File: config.mk
export PLATFORM = sky130hd
export DESIGN_NAME = multicycle_alu
export DESIGN_NICKNAME = d
export VERILOG_FILES = /design/src/rtl/multicycle_alu.sv
export SDC_FILE = /design/constraint.sdc
export NUM_CORES = 1
export LEC_CHECK = 0
export BUFFER_PORTS_ARGS = -buffer_cell sky130_fd_sc_hd__clkbuf_2
export CAP_MARGIN = 5
export CELL_PAD_IN_SITES_DETAIL_PLACEMENT = 1
export CELL_PAD_IN_SITES_GLOBAL_PLACEMENT = 2
export CORE_MARGIN = 2
export CORE_UTILIZATION = 30
export CTS_BUF_LIST = sky130_fd_sc_hd__clkbuf_8
export DETAILED_ROUTE_END_ITERATION = 6
export PLACE_DENSITY_LB_ADDON = 0.08
export SLEW_MARGIN = 5
export SYNTH_ARGS = -nofsm -noshare
export SYNTH_HDL_FRONTEND = slang
export SYNTH_SLANG_ARGS = --single-unit
File: constraint.sdc
create_clock -name clk -period 4.1 [get_ports clk]
set_input_delay 0.82 -clock clk [delete_from_list [all_inputs] [get_ports clk]]
set_output_delay 0.82 -clock clk [all_outputs]
set_load 0.01 [all_outputs]
File: src/rtl/multicycle_alu.sv
// -----------------------------------------------------------------------------
// multicycle_alu
// Registered, parametrised ALU for the execute stage. Single-cycle ops
// (add/sub/and/or/xor/slt/sltu) complete one cycle after start. mul is an
// iterative shift-add multiplier (N iterations). With ALU_DIV_EN defined, an
// iterative restoring unsigned divider (divu/remu) is also built. Without
// ALU_DIV_EN, opcodes 1001/1010 behave as illegal ops.
//
// Optional feature macro: ALU_DIV_EN
//
// Ports
//   clk        in   1  clock, all state on rising edge
//   rst        in   1  synchronous, active-high reset
//   start      in   1  launch op; sampled only when busy==0
//   opCode     in   4  operation select
//   srcA       in   N  operand A (dividend / multiplicand)
//   srcB       in   N  operand B (divisor / multiplier)
//   busy       out  1  multi-cycle op in flight; start ignored while high
//   done       out  1  one-cycle pulse, aluResult/zero/divByZero updated
//   aluResult  out  N  registered result, holds until next completion
//   zero       out  1  ~|aluResult
//   divByZero  out  1  divu/remu completed with srcB==0
// -----------------------------------------------------------------------------
module multicycle_alu #(
  parameter int N = 32
) (
  input  logic         clk,
  input  logic         rst,
  input  logic         start,
  input  logic [3:0]   opCode,
  input  logic [N-1:0] srcA,
  input  logic [N-1:0] srcB,
  output logic         busy,
  output logic         done,
  output logic [N-1:0] aluResult,
  output logic         zero,
  output logic         divByZero
);

  localparam int CNT_W = $clog2(N) + 1;

  localparam logic [3:0] OP_ADD  = 4'b0000;
  localparam logic [3:0] OP_SUB  = 4'b0001;
  localparam logic [3:0] OP_AND  = 4'b0010;
  localparam logic [3:0] OP_OR   = 4'b0011;
  localparam logic [3:0] OP_XOR  = 4'b0100;
  localparam logic [3:0] OP_SLT  = 4'b0101;
  localparam logic [3:0] OP_SLTU = 4'b0110;
  localparam logic [3:0] OP_MUL  = 4'b1000;
`ifdef ALU_DIV_EN
  localparam logic [3:0] OP_DIVU = 4'b1001;
  localparam logic [3:0] OP_REMU = 4'b1010;
`endif

  typedef enum logic [1:0] {S_IDLE, S_MUL, S_DIV, S_DONE} state_t;

  state_t           r_state;
  state_t           w_state_next;
  logic [3:0]       r_op;
  // r_a: operand A / shifted multiplicand / dividend shifting into quotient
  // r_b: operand B / shifted multiplier / divisor (unchanged during divide)
  // r_acc: product accumulator / partial remainder
  logic [N-1:0]     r_a;
  logic [N-1:0]     r_b;
  logic [N-1:0]     r_acc;
  logic [N-1:0]     r_result;
  logic [CNT_W-1:0] r_cnt;
  logic             r_done;
  logic [N-1:0]     w_result;
  logic             w_accept;
  logic             w_is_mul;
  logic             w_is_div;
  logic             w_last;

  assign busy      = (r_state == S_MUL) || (r_state == S_DIV);
  assign done      = r_done;
  assign aluResult = r_result;
  assign zero      = ~|r_result;

  assign w_accept = start && !busy;
  assign w_is_mul = (opCode == OP_MUL);
  assign w_last   = (r_cnt == CNT_W'(N - 1));

`ifdef ALU_DIV_EN
  logic         r_dbz;
  logic         w_dbz;
  logic         w_b_zero;
  logic [N:0]   w_rem_shift;
  logic [N:0]   w_rem_diff;
  logic         w_fits;

  assign w_is_div    = (opCode == OP_DIVU) || (opCode == OP_REMU);
  assign w_b_zero    = (r_b == '0);
  // Bring in the next dividend bit (MSB of r_a) and trial-subtract.
  assign w_rem_shift = {r_acc, r_a[N-1]};
  assign w_rem_diff  = w_rem_shift - {1'b0, r_b};
  // A zero divisor always "fits", giving all-ones quotient and remainder==dividend.
  assign w_fits      = ~w_rem_diff[N] || w_b_zero;
  assign w_dbz       = ((r_op == OP_DIVU) || (r_op == OP_REMU)) && w_b_zero;
  assign divByZero   = r_dbz;
`else
  assign w_is_div    = 1'b0;
  assign divByZero   = 1'b0;
`endif

  // Final result selection, evaluated in S_DONE from latched/iterated state.
  always_comb begin
    w_result = '0;
    case (r_op)
      OP_ADD:  w_result = r_a + r_b;
      OP_SUB:  w_result = r_a - r_b;
      OP_AND:  w_result = r_a & r_b;
      OP_OR:   w_result = r_a | r_b;
      OP_XOR:  w_result = r_a ^ r_b;
      OP_SLT:  w_result = {{(N-1){1'b0}}, ($signed(r_a) < $signed(r_b))};
      OP_SLTU: w_result = {{(N-1){1'b0}}, (r_a < r_b)};
      OP_MUL:  w_result = r_acc;
`ifdef ALU_DIV_EN
      OP_DIVU: w_result = r_a;
      OP_REMU: w_result = r_acc;
`endif
      default: w_result = '0;
    endcase
  end

  // State register
  always_ff @(posedge clk) begin
    if (rst) begin
      r_state <= S_IDLE;
    end else begin
      r_state <= w_state_next;
    end
  end

  // Next-state logic; S_DONE accepts a new start so issue can be one per cycle.
  always_comb begin
    w_state_next = r_state;
    case (r_state)
      S_IDLE, S_DONE: begin
        if (start) begin
          if (w_is_mul)      w_state_next = S_MUL;
          else if (w_is_div) w_state_next = S_DIV;
          else               w_state_next = S_DONE;
        end else begin
          w_state_next = S_IDLE;
        end
      end
      S_MUL, S_DIV: begin
        if (w_last) w_state_next = S_DONE;
      end
      default: w_state_next = S_IDLE;
    endcase
  end

  // Datapath: operand latch, iterations, result/flag write-back.
  always_ff @(posedge clk) begin
    if (rst) begin
      r_op     <= '0;
      r_a      <= '0;
      r_b      <= '0;
      r_acc    <= '0;
      r_cnt    <= '0;
      r_done   <= 1'b0;
      r_result <= '0;
`ifdef ALU_DIV_EN
      r_dbz    <= 1'b0;
`endif
    end else begin
      r_done <= (r_state == S_DONE);
      if (r_state == S_DONE) begin
        r_result <= w_result;
`ifdef ALU_DIV_EN
        r_dbz    <= w_dbz;
`endif
      end
      if (w_accept) begin
        r_op  <= opCode;
        r_a   <= srcA;
        r_b   <= srcB;
        r_acc <= '0;
        r_cnt <= '0;
      end else if (r_state == S_MUL) begin
        if (r_b[0]) r_acc <= r_acc + r_a;
        r_a   <= r_a << 1;
        r_b   <= r_b >> 1;
        r_cnt <= r_cnt + CNT_W'(1);
      end
`ifdef ALU_DIV_EN
      else if (r_state == S_DIV) begin
        r_acc <= w_fits ? w_rem_diff[N-1:0] : w_rem_shift[N-1:0];
        r_a   <= {r_a[N-2:0], w_fits};
        r_cnt <= r_cnt + CNT_W'(1);
      end
`endif
    end
  end

endmodule
==> impl_metrics.env <==
export IMPL_start_kind="flop"
export IMPL_antenna_found_initial=0
export IMPL_synth_sequential_area_ratio_pct=23.2
export IMPL_cts_num_sinks=141
export IMPL_fillers=4880
export IMPL_min_period_ns=3.89
export IMPL_mappedNetlistArea_um2=12200
export IMPL_initial_core_util_pct=30.5
export IMPL_cp_buffers_inverters=1
export IMPL_cellLeakagePower_nw=5.56
export IMPL_root_buffer="clkbuf_8"
export IMPL_antenna_cells=0
export IMPL_skew_ns=0.0329
export IMPL_antenna_left=0
export IMPL_r2r_start="r_a[1]"
export IMPL_rows=73
export IMPL_rsz0062_at_grt="false"
export IMPL_ys_seq_elements=141
export IMPL_grt_pass1_wl_mm=80.7
export IMPL_hold_path_class="reg2reg"
export IMPL_synth_edff_count=0
export IMPL_top_layer_used="met4"
export IMPL_r2r_end="aluResult[31]"
export IMPL_syn_inst=1604
export IMPL_fmax_mhz=257
export IMPL_routed_wl_met3_mm=3.05
export IMPL_io_pins=107
export IMPL_cp_end_kind="flop"
export IMPL_yosysUniqueCellTypes=79
export IMPL_h_tree_depth=4
export IMPL_grtUsageTotal_pct=25.6
export IMPL_worstPathCellList="inv_1 > ha_1 > o21ba_2 > nor4_1 > or2_1 > a211oi_1 > o21ai_0 > a21oi_1 > o21ai_1 > mux2_2 > a22oi_1 > a221oi_1"
export IMPL_cp_slowest_cell="o21ai_0"
export IMPL_finalSetupViolCount=0
export IMPL_drc=0
export IMPL_final_common_cell="a21oi_1"
export IMPL_die_h_um=206
export IMPL_vias=12500
export IMPL_synthArstFlopShare_pct=0
export IMPL_cts_hold_buf=0
export IMPL_status="complete, no violations"
export IMPL_port_buffers=105
export IMPL_chipWidth_um=206
export IMPL_vdd_drop_max_v=0.000360
export IMPL_grt_max_degree=73
export IMPL_mostFrequentLayoutCells="a21oi_1 (179), nor2_1 (161), dfxtp_1 (141)"
export IMPL_design_core_area_um2=39900
export IMPL_cts_buffer_depth=2
export IMPL_routed_wl_mm=53.6
export IMPL_hold_path_startpoint="aluResult[15]"
export IMPL_first_pass_iters=5
export IMPL_cts_buffers=17
export IMPL_timing_hold_ws_ns=0.477
export IMPL_ys_warn_count=0
export IMPL_syn_avg_cell_area_um2=7.60
export IMPL_cp_required_ns=4.48
export IMPL_dp_hpwl_mm=41.2
export IMPL_r2r_setup_slack_ns=0.21
export IMPL_m1WireLength_mm=27.3
export IMPL_slowest_delay_ns=0.61
export IMPL_wl_per_cell_um=24.1
export IMPL_area_growth_pct=13.6
export IMPL_clk_latency_ns=0.55
export IMPL_dieArea_um2=42300
export IMPL_slew_headroom_pct=27.8
export IMPL_final_nets=1895
export IMPL_maxSlewViolCount=0
export IMPL_tns_ns=0
export IMPL_hold_viol_final=0
export IMPL_fin_crit_sh_pct=95.0
export IMPL_cts_tree="yes"
export IMPL_wl_met2_mm=22.5
export IMPL_grt_pass1_vias=12700
export IMPL_vias_per_cell=5.64
export IMPL_grt_overflow_total=0
export IMPL_holdPathEnd="aluResult[15]"
export IMPL_crit_family="compound AO/OA/AOI/OAI gates"
export IMPL_path_max_fanout=6
export IMPL_reg2regPathDepth=12
export IMPL_postCtsSetupBuffers=0
export IMPL_worstMarginPinSlew_ns=1.08
export IMPL_synth_net_count=1815
export IMPL_routabilityCongestion=0.878
export IMPL_cap_viol_max_count=0
export IMPL_critPathKind="reg2reg"
export IMPL_clk_pin_slew_ns=0.09
export IMPL_cp_arrival_ns=4.28
export IMPL_cts_resized=0
export IMPL_drive_gt1_share_pct=12.4
export IMPL_pre_cts_ws_ns=0.309
export IMPL_synth_ff_type="dfxtp_1"
export IMPL_power_mw=10.3
export IMPL_power_density_nw_per_um2=745
export IMPL_drt_iter0_drc=858
export IMPL_min_path_cells=2
export IMPL_finalWorstSetupSlack_ns=0.205
==> worst reg2reg max path, delay by kind of cell, from the launching register on <==
family | cells | cell delay, ns
AOI/OAI and AO/OA | 7 | 1.78
adders and majority gates | 1 | 0.36
buffers and inverters | 1 | 0.18
DFF | 1 | 0.45
muxes | 1 | 0.35
and+or+nand+nor | 2 | 0.63
==> cell usage after synthesis (all sizes together) (6+ instances only) <==
library cell,instances,area (um^2)
a21oi,179,896
nor2,161,604
dfxtp,141,2820
ha,137,1710
nand2,135,509
inv,111,417
clkbuf,77,289
o21ai,77,385
a211oi,76,571
mux2i,68,681
nor3,33,165
nand3,29,145
xnor2,28,245
a21o,27,203
a221oi,27,243
o21bai,23,173
nor4,21,131
buf,19,82.6
nand4,18,113
o211ai,18,135
nor2b,15,93.8
a22oi,14,105
a31oi,12,81.3
o31ai,12,104
xor2,12,105
a222oi,10,100
or3,9,61.3
o21a,7,52.6
o22ai,7,43.8
and3,6,37.5
nand2b,6,37.5
o2111ai,6,52.6
==> metal layers <==
layer	track usage, %	vias up
li1	-	6008
met1	38.5	6188
met2	37.7	305
met3	4.64	35
met4	5.34	0
met5	0	-
==> worst max path at each step <==
| stage | from | depth (start not counted) | end |
|---|---|---|---|
| floorplan | r_a[8] | 12 | aluResult[24] |
| global placement | r_a[0] | 13 | aluResult[30] |
| detailed placement | r_a[9] | 11 | aluResult[0] |
| CTS | r_a[0] | 13 | aluResult[0] |
| global route | r_a[0] | 13 | aluResult[30] |
| finish | r_a[1] | 12 | aluResult[31] |
==> metrics by stage <==
stage | instances | utilization [%] | cell area (um^2)
global placement | 2190 | 33.7 | 13500
floorplan | 1604 | - | 12200
CTS | 2222 | 34.7 | 13900
detailed placement | 2190 | 33.7 | 13500
finish | 2222 | 34.7 | 13900
global route | 2222 | 34.7 | 13900
==> where the power goes <==
group | leakage (nW) | switching (mW) | internal, mW
registers | 1.15 | 0.523 | 1.67
clock network | 0.200 | 0.653 | 0.555
logic | 4.21 | 4.45 | 2.47
==> flip-flops by register name, summed over array words and instances (netlist names) <==
| signal | flops |
|---|---|
| r_b | 32 |
| aluResult | 32 |
| r_acc | 32 |
| r_a | 32 |
| r_op | 4 |
| r_state | 2 |
| r_cnt | 6 |
| done | 1 |
==> layout make-up <==
type,instances,area (um^2),area share [%]
Multi-Input combinational cell,1253,8610,62.1
Sequential cell,141,2820,20.4
Timing Repair Buffer,157,943,6.81
Tap cell,525,657,4.74
Inverter,114,428,3.09
Clock buffer,18,248,1.79
Clock inverter,14,146,1.06
==> kinds of logic (layout without fill, tap and decap cells) <==
group           count (synthesis)  count (layout)  share of synthesized area [%]
compound gates                546             546                           30.0
simple gates                  457             457                           17.1
buf+inv                       210             303                           6.56
flops                         141             141                           23.2
fa+ha+maj                     140             140                           14.6
mux                            69              69                           5.68
xor+xnor                       40              40                           2.87
other cells                     1               1                         0.0308
Power figures use the tool's default switching activity.
